==> src/rtl/fb_write_arbiter.sv <==
// Frame-buffer write-port arbiter: round-robin sharing of one 8-bit/16-bit-address
// write port among NREQ writers, plus a full-screen clear sweep that locks them out.
module fb_write_arbiter #(
  parameter int         NREQ       = 2,
  parameter int         FB_DEPTH   = 38400,
  parameter logic [7:0] CLEAR_BYTE = 8'h00
) (
  input  logic                 clock25,
  input  logic                 reset,
  input  logic [NREQ-1:0]      req_valid,
  input  logic [16*NREQ-1:0]   req_add,
  input  logic [8*NREQ-1:0]    req_data,
  output logic [NREQ-1:0]      req_ready,
  input  logic                 clear_start,
  output logic                 clear_busy,
  output logic                 clear_done,
  output logic                 oob_drop,
  output logic [15:0]          mem_add,
  output logic [7:0]           mem_out,
  output logic                 mem_write
);

  localparam int          PTR_W    = (NREQ > 1) ? $clog2(NREQ) : 1;
  localparam logic [16:0] DEPTH_X  = 17'(FB_DEPTH);
  localparam logic [15:0] LAST_ADD = 16'(FB_DEPTH - 1);

  typedef enum logic {ARB, CLEAR} state_t;

  state_t            state_p0, state_nxt;
  logic [PTR_W-1:0]  rr_ptr_p0, rr_ptr_nxt;
  logic [15:0]       clr_cnt_p0, clr_cnt_nxt;

  logic [15:0]       wr_add_p1, wr_add_nxt;
  logic [7:0]        wr_data_p1, wr_data_nxt;
  logic              vld_p1, vld_nxt;
  logic              oob_p1, oob_nxt;
  logic              busy_p1, busy_nxt;
  logic              done_p1, done_nxt;

  logic              grant_hit;
  logic [PTR_W-1:0]  grant_idx;
  logic [NREQ-1:0]   grant_oh;
  logic [15:0]       grant_add;
  logic [7:0]        grant_data;

  function automatic logic in_bounds(input logic [15:0] add);
    return ({1'b0, add} < DEPTH_X);
  endfunction

  function automatic logic [PTR_W-1:0] ptr_inc(input logic [PTR_W-1:0] p);
    if (int'(p) >= NREQ - 1)
      return '0;
    return p + 1'b1;
  endfunction

  // Round-robin search: distance k from rr_ptr, lowest distance wins.
  always_comb begin
    grant_hit  = 1'b0;
    grant_idx  = '0;
    grant_oh   = '0;
    grant_add  = '0;
    grant_data = '0;
    for (int k = 0; k < NREQ; k++) begin
      for (int i = 0; i < NREQ; i++) begin
        if (!grant_hit && req_valid[i] &&
            ((int'(rr_ptr_p0) + k == i) || (int'(rr_ptr_p0) + k == i + NREQ))) begin
          grant_hit   = 1'b1;
          grant_idx   = PTR_W'(i);
          grant_oh[i] = 1'b1;
          grant_add   = req_add[16*i +: 16];
          grant_data  = req_data[8*i +: 8];
        end
      end
    end
  end

  // Ready is a pure function of state, pointer and valids.
  always_comb begin
    req_ready = '0;
    if (!reset && (state_p0 == ARB))
      req_ready = grant_oh;
  end

  always_comb begin
    state_nxt   = state_p0;
    rr_ptr_nxt  = rr_ptr_p0;
    clr_cnt_nxt = clr_cnt_p0;
    wr_add_nxt  = wr_add_p1;
    wr_data_nxt = wr_data_p1;
    vld_nxt     = 1'b0;
    oob_nxt     = 1'b0;
    busy_nxt    = busy_p1;
    done_nxt    = 1'b0;
    case (state_p0)
      ARB: begin
        if (grant_hit) begin
          rr_ptr_nxt  = ptr_inc(grant_idx);
          wr_add_nxt  = grant_add;
          wr_data_nxt = grant_data;
          vld_nxt     = in_bounds(grant_add);
          oob_nxt     = !in_bounds(grant_add);
        end
        if (clear_start) begin
          state_nxt   = CLEAR;
          clr_cnt_nxt = '0;
          busy_nxt    = 1'b1;
        end
      end
      CLEAR: begin
        wr_add_nxt  = clr_cnt_p0;
        wr_data_nxt = CLEAR_BYTE;
        vld_nxt     = 1'b1;
        clr_cnt_nxt = clr_cnt_p0 + 16'd1;
        if (clr_cnt_p0 == LAST_ADD) begin
          state_nxt   = ARB;
          clr_cnt_nxt = '0;
          busy_nxt    = 1'b0;
          done_nxt    = 1'b1;
        end
      end
      default: state_nxt = ARB;
    endcase
  end

  // Stage p0 -> p1: control state and the registered write port.
  always_ff @(posedge clock25 or posedge reset) begin
    if (reset) begin
      state_p0   <= ARB;
      rr_ptr_p0  <= '0;
      clr_cnt_p0 <= '0;
      wr_add_p1  <= '0;
      wr_data_p1 <= '0;
      vld_p1     <= 1'b0;
      oob_p1     <= 1'b0;
      busy_p1    <= 1'b0;
      done_p1    <= 1'b0;
    end else begin
      state_p0   <= state_nxt;
      rr_ptr_p0  <= rr_ptr_nxt;
      clr_cnt_p0 <= clr_cnt_nxt;
      wr_add_p1  <= wr_add_nxt;
      wr_data_p1 <= wr_data_nxt;
      vld_p1     <= vld_nxt;
      oob_p1     <= oob_nxt;
      busy_p1    <= busy_nxt;
      done_p1    <= done_nxt;
    end
  end

  assign mem_add    = wr_add_p1;
  assign mem_out    = wr_data_p1;
  assign mem_write  = vld_p1;
  assign oob_drop   = oob_p1;
  assign clear_busy = busy_p1;
  assign clear_done = done_p1;

endmodule
==> config.mk <==
export PLATFORM = sky130hd
export DESIGN_NAME = fb_write_arbiter
export DESIGN_NICKNAME = d
export VERILOG_FILES = /design/src/rtl/fb_write_arbiter.sv
export SDC_FILE = /design/constraint.sdc
export NUM_CORES = 1
export LEC_CHECK = 0
export ABC_CLOCK_PERIOD_IN_PS = 2100
export CORE_MARGIN = 2
export CORE_UTILIZATION = 47
export CTS_BUF_LIST = sky130_fd_sc_hd__clkbuf_4 sky130_fd_sc_hd__clkbuf_8 sky130_fd_sc_hd__clkbuf_16
export DETAILED_ROUTE_END_ITERATION = 10
export PLACE_DENSITY = 0.89
export SETUP_SLACK_MARGIN = 0.4
export SLEW_MARGIN = 10
export SYNTH_ARGS = -nofsm -noshare
export SYNTH_HDL_FRONTEND = slang
export SYNTH_SLANG_ARGS = --single-unit
export TNS_END_PERCENT = 20
==> constraint.sdc <==
create_clock -name clock25 -period 2.1 [get_ports clock25]
set_clock_uncertainty 0.1 [all_clocks]
set_input_delay 0.42 -clock clock25 [delete_from_list [all_inputs] [get_ports clock25]]
set_output_delay 0.42 -clock clock25 [all_outputs]
set_load 0.05 [all_outputs]
==> metrics list <==
- In this run the critical register-to-register path is captured at mem_write.
- Internal portion of total power: ~1.8 mW
- Post-Layout Cell Count: 489
* Setup-violating endpoint count in the final report: 0
- The number of antenna diodes in the final layout is 0.
* CTS clock-pin slew for the worst setup and hold paths: approximately 0.090 ns
- Max rail drop VDD: ~500 uV
- With fillers left out, the area of the finished cells amounts to around 0.0042 sq mm.
* Share of the core filled with cells in the final layout: 75.43%
- Total track usage: 29.24%
- The die is approximately 80 um wide.
* Maximum achievable frequency: 0.5340 GHz
- Most common cell in the synthesized netlist: dfrtp_1
* Layout filler cell count: about 360
- Pin count of the biggest net entering global routing: 41
* Power per standard cell area: 761.5 mW/mm^2
- Detail Route Antenna Nets: 0
- Fraction of power consumed by combinational cells: around two fifths
- The die covers around 0.0064 sq mm.
* Via count of the first global-routing pass: approximately 2.9k
- Number of nets in the final layout: between 400 and 500
- Floorplan die height: roughly 80 um
* Worst Path Required: 2.19 ns
- Clock Latency Late Sink: between 0.3 and 0.4 ns
- Initial core utilization: between 40% and 50%
- STA puts the critical path data arrival time at between 1.5 and 2 ns.
* Initial antenna violation count: 0
* TritonCTS clock tree: yes
- IO buf count: 82
- In this run the standard cell core region covers 0.005540 sq mm.
- Wire length per cell after detailed routing: around 21 um
- The count of endpoints failing hold in the final timing report is 0.
* Final wirelength: about 10000 um
* Number of buffers inserted during clock tree synthesis: 5
* DRC Markers: 0
- Number of ports placed on the die boundary: 83
- Critical Path Start Type: register
* Cell Area, Synth: about 0.0027 sq mm
- For this run, asynchronously set or reset flops after synthesis account for 100.0%.
- Worst Reg2Reg Path Length in Cells: 8
- Leading post-synthesis cells by instance count: dfrtp_1, nand2_1, o21ai_0
- Total number of vias: about 3.2k
* Setup ws final: ~0.23 ns
- Summing all placed instances gives a cell area of about 0.0037 sq mm.
* Pins over their slew limit: 0
- Total of warnings raised by yosys: 0
* Mean instance size in the synthesized netlist: ~9 sq um
- Pin slew with the least headroom to its limit: between 0.5 and 0.6 ns
- Placed cells: 455
* Post-synthesis register bit count: 46
* Worst-case register-to-register setup slack: roughly 0.23 ns
- Static leakage: ~2 nW
* Final critical path time including I/O delays and setup: ~1.9 ns
* Switch Pwr: approximately 1.4 mW
* Worst min path class: in2async
- Most area-hungry cell type in the Yosys netlist: dfrtp_1
- Post-placement setup slack: -0.1257 ns
- Switching part of the total: 42.62%
- Max_slew headroom: between 60 and 70%
* Root cell of the clock tree: clkbuf_8
- In the synthesized netlist the dominant register cell turns out to be dfrtp_1.
* DRC violation total after the first TritonRoute iteration: around 310
- RSZ-0062 raised after global routing: yes
- By area the synthesized netlist is led by dfrtp_1, a31oi_1, o21ai_0.
- Largest fanout on the critical path: 10
- Synthesis produced a netlist with a net count of 358.
- In the final layout, the share of cells above drive strength 1 is 22.78%.
- In this run, synthesis inferred 0 flip-flops with an integrated enable.
- Run status: complete, no violations
* # Max-Cap Violations: 0
- The clock net in this run drives a total of 46 sinks.
- Critical Path Sink Type: register
* Period utilisation layout: between 80% and 90%
- Half-perimeter wire length of the detailed placement result: 5823 um
* Row count: 27
* Path type of the worst setup path: reg2reg
- The longest clock path from root to sink contains 2 buffers.
- Sequential cells burn about two fifths of the power.
- Share of the synthesized area in the top cell type: ~43%
* Routability Congestion: 0.8718
- The H-tree was split into 2 levels.
* Number of detailed-routing iterations run before antenna repair: 6
* DR vias/cell: 6.505
- Clock power share: 18.7%
- Counting every instance in the synthesized netlist gives slightly above 300.
- Congestion Overflow GR: 0
* Post-synthesis sequential area ratio: a little over two fifths
- In this run, distinct cell masters in the synthesized netlist total 44.
- The first global-routing pass estimated roughly 14000 um of wire.
* Startpoint of the worst-slack reg-to-reg timing path: rr_ptr_p0
- Setup total negative slack: 0 ns
* Synth-to-layout area growth: 54.84%
## power groups by stage
stage | Sequential [mW] | Combinational (mW) | Clock, mW
6_report | 1.30 | 1.29 | 0.595
5_1_grt | 1.31 | 1.37 | 0.622
4_1_cts | 1.27 | 1.21 | 0.582
3_5_place_dp | 1.28 | 1.20 | 0
3_3_place_gp | 1.27 | 1.16 | 0
2_1_floorplan | 1.56 | 0.426 | 0
## sequential cells by signal, summed over array words and instances (netlist names)
signal and count:
mem_add 16, clear_done 1, state_p0 1, rr_ptr_p0 1
clear_busy 1, mem_out 8, oob_drop 1, clr_cnt_p0 16
mem_write 1
## per-layer routing
metal / up-vias / GRT usage, % / wire (um)
met5: - / 0 / 0
met4: 0 / 10.68 / 431
li1: 1352 / - / -
met2: 245 / 51.01 / 5276
met3: 56 / 5.543 / 878
met1: 1528 / 35.96 / 3875
## final cells by class
type	count	area [sq um]	area share, %
multi-input combinational	223	1545	36.98
timing repair buffer	127	1246	29.82
sequential	46	1154	27.60
tap	72	90.09	2.156
clock buffer	6	82.58	1.976
inverter	13	48.80	1.168
clock inverter	2	12.51	0.2994
## worst max-delay path by stage
stage	start	slack (ns)	to
2_1_floorplan	clr_cnt_p0[14]	0.27	clr_cnt_p0[1]
3_3_place_gp	req_valid[0]	0.006	mem_write
3_5_place_dp	clr_cnt_p0[1]	-0.13	clr_cnt_p0[5]
4_1_cts	oob_drop	0.14	oob_drop
5_1_grt	clr_cnt_p0[2]	0.19	clr_cnt_p0[13]
6_report	rr_ptr_p0	0.23	mem_write
## per-stage QoR
step | hold slack, ns | total power, mW
after CTS | 0.1532 | 3.056
after floorplan | 0.3859 | 1.989
after global placement | 0.4087 | 2.431
after global routing | 0.1871 | 3.306
after detailed placement | 0.4235 | 2.481
final | 0.1590 | 3.182
## worst max-delay path, stage by stage (launching register included)
cell and delay [ns]:
dfrtp_2 0.47, buf_4 0.15, buf_6 0.14, a21boi_4 0.22, buf_4 0.17, nand3_1 0.09
a31oi_1 0.20, o31a_1 0.19, nor2_1 0.05
## what timing repair did
item,4_1_cts,5_1_grt
pin swaps,5,9
cloned,3,2
gates resized for setup,37,18
endpoints found under the setup margin,51,55
hold buffers,0,0
setup buffers,9,12
## kinds of logic after synthesis
family | count (synthesis) | share of synthesized area [%]
compound gates | 114 | 27.91
simple gates | 94 | 18.22
flops | 46 | 42.65
buf+inv | 37 | 6.351
mux | 10 | 3.755
xor+xnor | 2 | 0.6492
fa+ha+maj | 1 | 0.4635
## cell usage in the layout (no fill, tap or decap), drive strengths merged, types with 3 or more instances in the layout
cell type / Yosys / layout
a211o: 6 / 6
buf: 12 / 48
clkbuf: 12 / 9
inv: 13 / 13
nand3: 8 / 8
o221a: 7 / 7
nand4: 6 / 6
dfrtp: 46 / 46
dlymetal6s2s: 0 / 3
o21ai: 38 / 38
dlygate4sd2: 0 / 22
nand2: 35 / 35
clkdlybuf4s50: 0 / 49
mux2i: 9 / 9
a22o: 3 / 3
a31oi: 28 / 28
nor3: 4 / 4
a21oi: 16 / 16
o221ai: 7 / 7
nor2: 21 / 21
nor2b: 7 / 9
No activity file was read; power rests on OpenSTA's default activity.
